==> config.mk <==
export PLATFORM = sky130hd
export DESIGN_NAME = arm_fetch_prefetch
export DESIGN_NICKNAME = d
export VERILOG_FILES = /design/src/rtl/arm_fetch_prefetch.sv
export SDC_FILE = /design/constraint.sdc
export NUM_CORES = 1
export LEC_CHECK = 0
export ABC_CLOCK_PERIOD_IN_PS = 2200
export CORE_ASPECT_RATIO = 2
export CORE_MARGIN = 3
export CORE_UTILIZATION = 43
export CTS_BUF_LIST = sky130_fd_sc_hd__clkbuf_8
export DETAILED_ROUTE_END_ITERATION = 8
export PLACE_DENSITY = 0.66
export SLEW_MARGIN = 20
export SYNTH_ARGS = -nofsm -noshare
export SYNTH_HDL_FRONTEND = slang
export SYNTH_SLANG_ARGS = --single-unit
export TNS_END_PERCENT = 1
==> constraint.sdc <==
create_clock -name clk -period 2.2 [get_ports clk]
set_input_delay 0.66 -clock clk [delete_from_list [all_inputs] [get_ports clk]]
set_output_delay 0.66 -clock clk [all_outputs]
set_load 0.02 [all_outputs]
==> src/rtl/arm_fetch_prefetch.sv <==
// Instruction prefetch stage: fetches words over req/gnt/rvalid, buffers {pc, word}
// in a small FWFT FIFO with a registered head, and flushes on redirect.
module arm_fetch_prefetch #(
  parameter int unsigned DEPTH    = 4,
  parameter logic [31:0] RESET_PC = 32'h0000_0000
) (
  input  logic        clk,
  input  logic        reset_n,
  output logic        imem_req,
  output logic [31:0] imem_addr,
  input  logic        imem_gnt,
  input  logic        imem_rvalid,
  input  logic [31:0] imem_rdata,
  output logic        instr_valid,
  input  logic        instr_ready,
  output logic [31:0] instr_out,
  output logic [31:0] instr_pc,
  input  logic        redirect_valid,
  input  logic [31:0] redirect_pc
);

  localparam int unsigned CW = $clog2(DEPTH + 1);
  localparam int unsigned PW = $clog2(DEPTH);
  localparam logic [CW-1:0] FULL = CW'(DEPTH);

  typedef enum logic [1:0] {S_IDLE, S_REQ, S_WAIT, S_DROP} state_t;

  typedef struct packed {
    logic [31:0] pc;
    logic [31:0] data;
  } entry_t;

  state_t        r_state, w_state_nxt;
  logic [31:0]   r_fetch_pc;
  logic [CW-1:0] r_count, w_count_nxt;
  logic [PW-1:0] r_wptr, r_rptr, w_wptr_nxt, w_rptr_nxt;
  entry_t        r_mem [DEPTH];
  entry_t        r_head, w_head_nxt, w_new;
  logic          r_valid;
  logic          w_push, w_pop;

  // Flush beats both the pop and the push of the same cycle.
  assign w_pop  = r_valid & instr_ready & ~redirect_valid;
  assign w_push = (r_state == S_WAIT) & imem_rvalid & ~redirect_valid;
  assign w_new  = '{pc: r_fetch_pc, data: imem_rdata};

  always_comb begin
    w_count_nxt = r_count;
    w_wptr_nxt  = r_wptr;
    w_rptr_nxt  = r_rptr;
    if (redirect_valid) begin
      w_count_nxt = '0;
      w_wptr_nxt  = '0;
      w_rptr_nxt  = '0;
    end else begin
      if (w_push) w_wptr_nxt = r_wptr + PW'(1);
      if (w_pop)  w_rptr_nxt = r_rptr + PW'(1);
      if (w_push && !w_pop)      w_count_nxt = r_count + CW'(1);
      else if (w_pop && !w_push) w_count_nxt = r_count - CW'(1);
    end
  end

  // The next head is either the word being pushed (FIFO empty after the pop)
  // or the stored entry the read pointer moves onto.
  always_comb begin
    w_head_nxt = r_mem[w_rptr_nxt];
    if (w_push && (r_wptr == w_rptr_nxt)) w_head_nxt = w_new;
  end

  always_comb begin
    w_state_nxt = r_state;
    case (r_state)
      S_IDLE: if (w_count_nxt < FULL) w_state_nxt = S_REQ;
      S_REQ: begin
        if (imem_gnt) w_state_nxt = redirect_valid ? S_DROP : S_WAIT;
      end
      S_WAIT: begin
        if (redirect_valid)   w_state_nxt = imem_rvalid ? S_REQ : S_DROP;
        else if (imem_rvalid) w_state_nxt = (w_count_nxt < FULL) ? S_REQ : S_IDLE;
      end
      S_DROP: if (imem_rvalid) w_state_nxt = S_REQ;
      default: w_state_nxt = S_IDLE;
    endcase
  end

  always_ff @(posedge clk or negedge reset_n) begin
    if (!reset_n) begin
      r_state    <= S_IDLE;
      r_fetch_pc <= RESET_PC;
      r_count    <= '0;
      r_wptr     <= '0;
      r_rptr     <= '0;
      r_valid    <= 1'b0;
      r_head     <= '0;
    end else begin
      r_state <= w_state_nxt;
      r_count <= w_count_nxt;
      r_wptr  <= w_wptr_nxt;
      r_rptr  <= w_rptr_nxt;
      r_valid <= (w_count_nxt != '0);
      if (w_push || w_pop) r_head <= w_head_nxt;
      if (redirect_valid)  r_fetch_pc <= redirect_pc & 32'hFFFF_FFFC;
      else if (w_push)     r_fetch_pc <= r_fetch_pc + 32'd4;
    end
  end

  always_ff @(posedge clk or negedge reset_n) begin
    if (!reset_n) begin
      for (int i = 0; i < int'(DEPTH); i++) r_mem[i] <= '0;
    end else if (w_push) begin
      r_mem[r_wptr] <= w_new;
    end
  end

  assign imem_req    = (r_state == S_REQ);
  assign imem_addr   = r_fetch_pc;
  assign instr_valid = r_valid;
  assign instr_out   = r_head.data;
  assign instr_pc    = r_head.pc;

endmodule

* Word-level counts from Yosys, hierarchy flattened *
Index checks and enable logic that the tools add are counted.

storage, ports and cells
  register bits after elaboration = 362
  bits of input ports = 70
  output and inout port bits = 98
  logic and storage cells = 76

cells by class
  add/subtract/negate cells = 5
  $lt $le $gt $ge = 4
  equal/unequal tests = 8
  multiplexer cells = 25
  bitwise gates (word level) = 7
  reduce and logical (&&, ||, !) cells = 11

operator list
  operator               number
  $bwmux 256             1
  $mux 64                4
  $bmux 64 s2            1
  $demux 64 s2           1
  $mux 32                2
  $add 32x3->32 const B  1
  $mux 2                 10
  $mux 3                 3
  $pmux 2 s4             1
  $ge 3x3->1 const B     2
  $not 2->3              2
  $add 2x1->2 const B    2
  $and 1x1->1            4
  $eq 2x2->1 const B     2
  $logic_and 1x1->1      4
  $ne 2x2->1 const B     2
  $reduce_and 4->1       1
  $add 3x1->3 const B    1
  $lt 3x1->1 const B     1
  $lt 3x3->1 const B     1
  $ne 3x3->1 const B     1
  $reduce_bool 3->1      1
  $sub 3x1->3 const B    1
  $eq 2x1->1 const B     1
  other kinds (8)        10

* Longest topological paths before layout *
  word-level depth = 13
  mapped depth = 10
  mapped depth without buffers = 7

* Least setup slack after synthesis *
Ideal clock, no wire load.

  path type = input-to-reg
  start point = input port imem_rvalid
  end point = register r_state[0]
  setup time = 0.126 ns
  arrival = 2.206 ns
  data required time = 2.074 ns
  slack = -0.132 ns
  stages = 7
  path buffers = 2
  path through = buf_6 -> and2_4 -> buf_6 -> or4_4 -> nand3_2 -> mux2_1 -> o32a_1

between the ends
  word-level cells in the longest chain between the ends = 12
  elaborated cells on any way between the ends = 17
  classes of those cells = 1 x order compare; 3 x eq/ne; 7 x mux; 2 x bitwise; 4 x reduce/logical

ends and longest elaborated chain
  what                           line    RTL
  start, declared                12      input logic imem_rvalid,
  $and 1x1->1 (*) (2 in series)  44      assign w_push = (r_state == S_WAIT) & imem_rvalid & ~redirect_valid;
  $logic_not 1->1                59      else if (w_pop && !w_push) w_count_nxt = r_count - CW'(1);
  $logic_and 1x1->1              59
  $mux 3                         59
  $mux 3 (*)                     58      if (w_push && !w_pop) w_count_nxt = r_count + CW'(1);
  $mux 3 (*)                     51      if (redirect_valid) begin
  named net w_count_nxt[2]       35      logic [CW-1:0] r_count, w_count_nxt;
  $lt 3x3->1 (*)                 73, 79
  $mux 1                         79      else if (imem_rvalid) w_state_nxt = (w_count_nxt < FULL) ? S_REQ : S_IDLE;
  $mux 2                         79
  $mux 2                         78      if (redirect_valid) w_state_nxt = imem_rvalid ? S_REQ : S_DROP;
  $pmux 2 s4                     72      case (r_state)
  end signal, assigned           96      r_state <= w_state_nxt;
  end, declared                  33      state_t r_state, w_state_nxt;

Mark *: on every way through the listed nets, which the timed path passes. The rest lies on a longest branch. The select of a mux whose other input is x is not followed.
A chain may end at the register's enable or synchronous reset.

* Final worst setup path *
  start point = register r_fetch_pc[5] (netlist: imem_addr[5])
  end point = output port imem_addr[5]

RTL lines
  what                    line  RTL
  start, declared         34    logic [31:0] r_fetch_pc;
  start signal, assigned  102   if (redirect_valid) r_fetch_pc <= redirect_pc & 32'hFFFF_FFFC;
  start signal, assigned  103   else if (w_push) r_fetch_pc <= r_fetch_pc + 32'd4;
  end, declared           10    output logic [31:0] imem_addr,

No word-level cell between the ends.

==> flow_metrics.tcl <==
set metrics [dict create \
    slew_viol_final 0 \
    first_pass_iters 6 \
    finalCritPeriodShare 0.972 \
    finalCriticalPeriod_ns 2.14 \
    yosys_warnings 0 \
    setup_ws_ns 0.0615 \
    num_rows 100 \
    final_common_cell "dfrtp_1" \
    power_frac_seq 0.437 \
    setup-violations-final 0 \
    power_mw 19.7 \
    fill_cells 3264 \
    port_buffers 161 \
    peakVddDrop_uv 494 \
    crit_slowest_cell "dfrtp_1" \
    crit_required_ns 1.54 \
    synth_edf_count 0 \
    clkLatencyLatePin_ns 0.59 \
    crit_path_max_incr_delay_ns 0.49 \
    p_int_mw 13.2 \
    critPathCaptureType "output pin" \
    crit-reg2reg-launch "r_state[0]" \
    maxCapViolCount 0 \
    synthCells 1388 \
    ys_types 52 \
    ant_nets 0 \
    rsz0062_at_grt "no" \
    routedWlPerCell_microns 20.4 \
    swShare 0.330 \
    cp_max_fo 6 \
    async_reset_ff_frac 1.00 \
    fmax_mhz 468 \
    synth.area.top_cells "dfrtp_1 (54%), mux2_2 (17%), nand2_1 (5.5%), a32o_1 (3.8%), o21ai_2 (3.2%)" \
    synthToLayoutAreaGrowth_pct 22.3 \
    status "completed" \
    cts-buffers-inserted 50 \
    final_nets 1673 \
    place_ws_ns -0.486 \
    grt_pass1_vias 12573 \
    initial_core_util 0.437 \
    hpwl_mm 29.0 \
    fp.coreArea_sq_um 37400 \
    grt-ovfl-total 0 \
    path_delay_family "flip-flops" \
    grt_usage 0.214 \
    clock_path_buffers 3 \
    drive_gt1_frac 0.314 \
    holdCritPathClass "input port to register" \
    vias 11772 \
    worstPathArrival_ns 1.48 \
    synth_top_area_cell "dfrtp_1" \
    cts-root-buf "clkbuf_8" \
    finClkSkew_ns 0.0203 \
    wl_met2_mm 22.4 \
    synth-main-ff-cell "dfrtp_1" \
    hp-start "redirect_valid" \
    dpl-instance-area_sq_um 19100 \
    clock-sinks 350 \
    antenna_found_initial 1 \
    yosysSeqAreaShare 0.536 \
    wl_met1_mm 17.0 \
    grt_max_degree 81 \
    crit_path_start_kind "register" \
    ios 168 \
    power.density_nw_per_um2 984 \
    fin_hold_ws_ns 0.402 \
    top_layer "met4" \
    cts_tree "yes" \
    cts_max_level 2 \
    die_width_microns 144 \
    startpoint "imem_addr[5]" \
    wirelength_mm 42.6 \
    final_cell_mix "dfrtp_1 (342), mux2_2 (242), nand2_1 (237)" \
    p_clk_frac 0.250 \
    fin_area_sq_um 20000 \
    globalplace.congestion 0.844 \
    yosysTopAreaCellShare 0.536 \
    drt_iter0_drc 640 \
    synth_seq_cells 350 \
    routed_via_density 5.65 \
    avgSynthCellArea_sq_um 11.8 \
    die_h_microns 282 \
    grt_pass1_wl_mm 68.6 \
    comb_power_share 0.313 \
    crit_type "register to output pin" \
    die_area_sq_um 40500 \
    hold_viol_final 0 \
    path_buf_inv 1 \
    leakage_nw 9.43 \
    p_switching_mw 6.48 \
    cp_cell_sequence "clkdlybuf4s15_1" \
    drcViolationCount 0 \
    synth_area_sq_um 16300 \
    path_clk_slew_ns 0.07 \
    wl_met3_mm 1.76 \
]
-- flip-flops by register name (all words and copies together) (netlist names) --
name / cells
imem_addr: 30
instr_out: 32
instr_pc: 30
instr_valid: 1
r_count: 3
r_mem: 248
r_rptr: 2
r_state: 2
r_wptr: 2
-- routing by layer --
metal	vias up	track usage
met3	92	0.0299
met5	-	0
met1	6009	0.260
met4	0	0.0732
met2	301	0.384
li1	5370	-
-- stage by stage --
step	utilization	setup TNS [ns]	std cells
2_1_floorplan	-	-0.106	1391
3_3_place_gp	0.511	-115.55	1997
3_5_place_dp	0.511	-120.55	1997
4_1_cts	0.533	-0.0354	2083
5_1_grt	0.534	0	2085
6_report	0.534	0	2085
-- path summary, 6_finish.rpt --
kind                                      end  slack [ns]  depth (start not counted)
worst max-delay path             imem_addr[5]        0.06                          1
worst min-delay path                r_wptr[1]        0.40                          2
worst max register to register     r_state[0]        0.14                          7
worst min register to register     r_mem[109]        0.48                          2
max in group asynchronous       imem_addr[26]        0.89                          3
min in group asynchronous          r_mem[250]        0.57                          2
-- cells by family (layout without fill, tap and decap cells) --
kind of cell             count (synthesis)  count (layout)  synth area share
buffers and inverters                  134             368            0.0474
AND/OR/NAND/NOR                        312             312            0.0833
adder cells (fa/ha/maj)                 11              11           0.00842
XOR/XNOR                                33              33            0.0177
flip-flops                             350             350             0.536
other                                    1               5          0.000229
AO/OA/AOI/OAI                          300             300             0.136
multiplexers                           247             247             0.171
-- power groups by stage --
stage,Clock (mW),Sequential (mW),Combinational (mW)
4_1_cts,5.08,8.59,6.22
5_1_grt,5.33,8.74,6.76
3_5_place_dp,0,8.72,6.59
2_1_floorplan,0,9.09,3.56
6_report,4.93,8.58,6.16
3_3_place_gp,0,8.67,6.45
-- area by class of cell --
type,count,area (sq um),share of cell area
flip-flops and latches,350,8770,0.439
multi-input cells,907,6890,0.345
repair buffers,272,2750,0.138
diodes,1,2.50,0.000125
well taps,459,574,0.0287
inverters,11,43.8,0.00219
clock inverters,23,97.6,0.00488
clock buffers,62,853,0.0427
-- worst register-to-register path, delay by kind of cell (launching register included) --
kind                       cells  cell delay (ns)
DFF                            1             0.36
and+or+nand+nor                3             0.71
muxes                          1             0.30
adders and majority gates      1             0.21
buffers and inverters          1             0.06
AOI/OAI and AO/OA              1             0.29
-- synth_stat cells (all sizes together), types with 2 or more instances --
library cell,n
dfrtp,350
mux2,243
nand2,241
o21ai,103
buf,75
a21oi,65
a22oi,62
a32o,62
clkbuf,48
nand4,18
xnor2,18
xor2,15
nor2,12
ha,11
inv,11
nand3,10
and4,6
and3,4
mux2i,4
nor3,4
nor4,4
a21boi,2
and2,2
and3b,2
and4b,2
or3,2
-- repair_timing --
action | CTS | global route
endpoints found under the setup margin | 94 | 7
gates resized for setup | 107 | 10
endpoints found under the hold margin | 25 | 0
hold buffers | 1 | 0
pin swaps | 0 | 0
buffers inserted | 0 | 1
No activity file was read; power rests on OpenSTA's default activity.
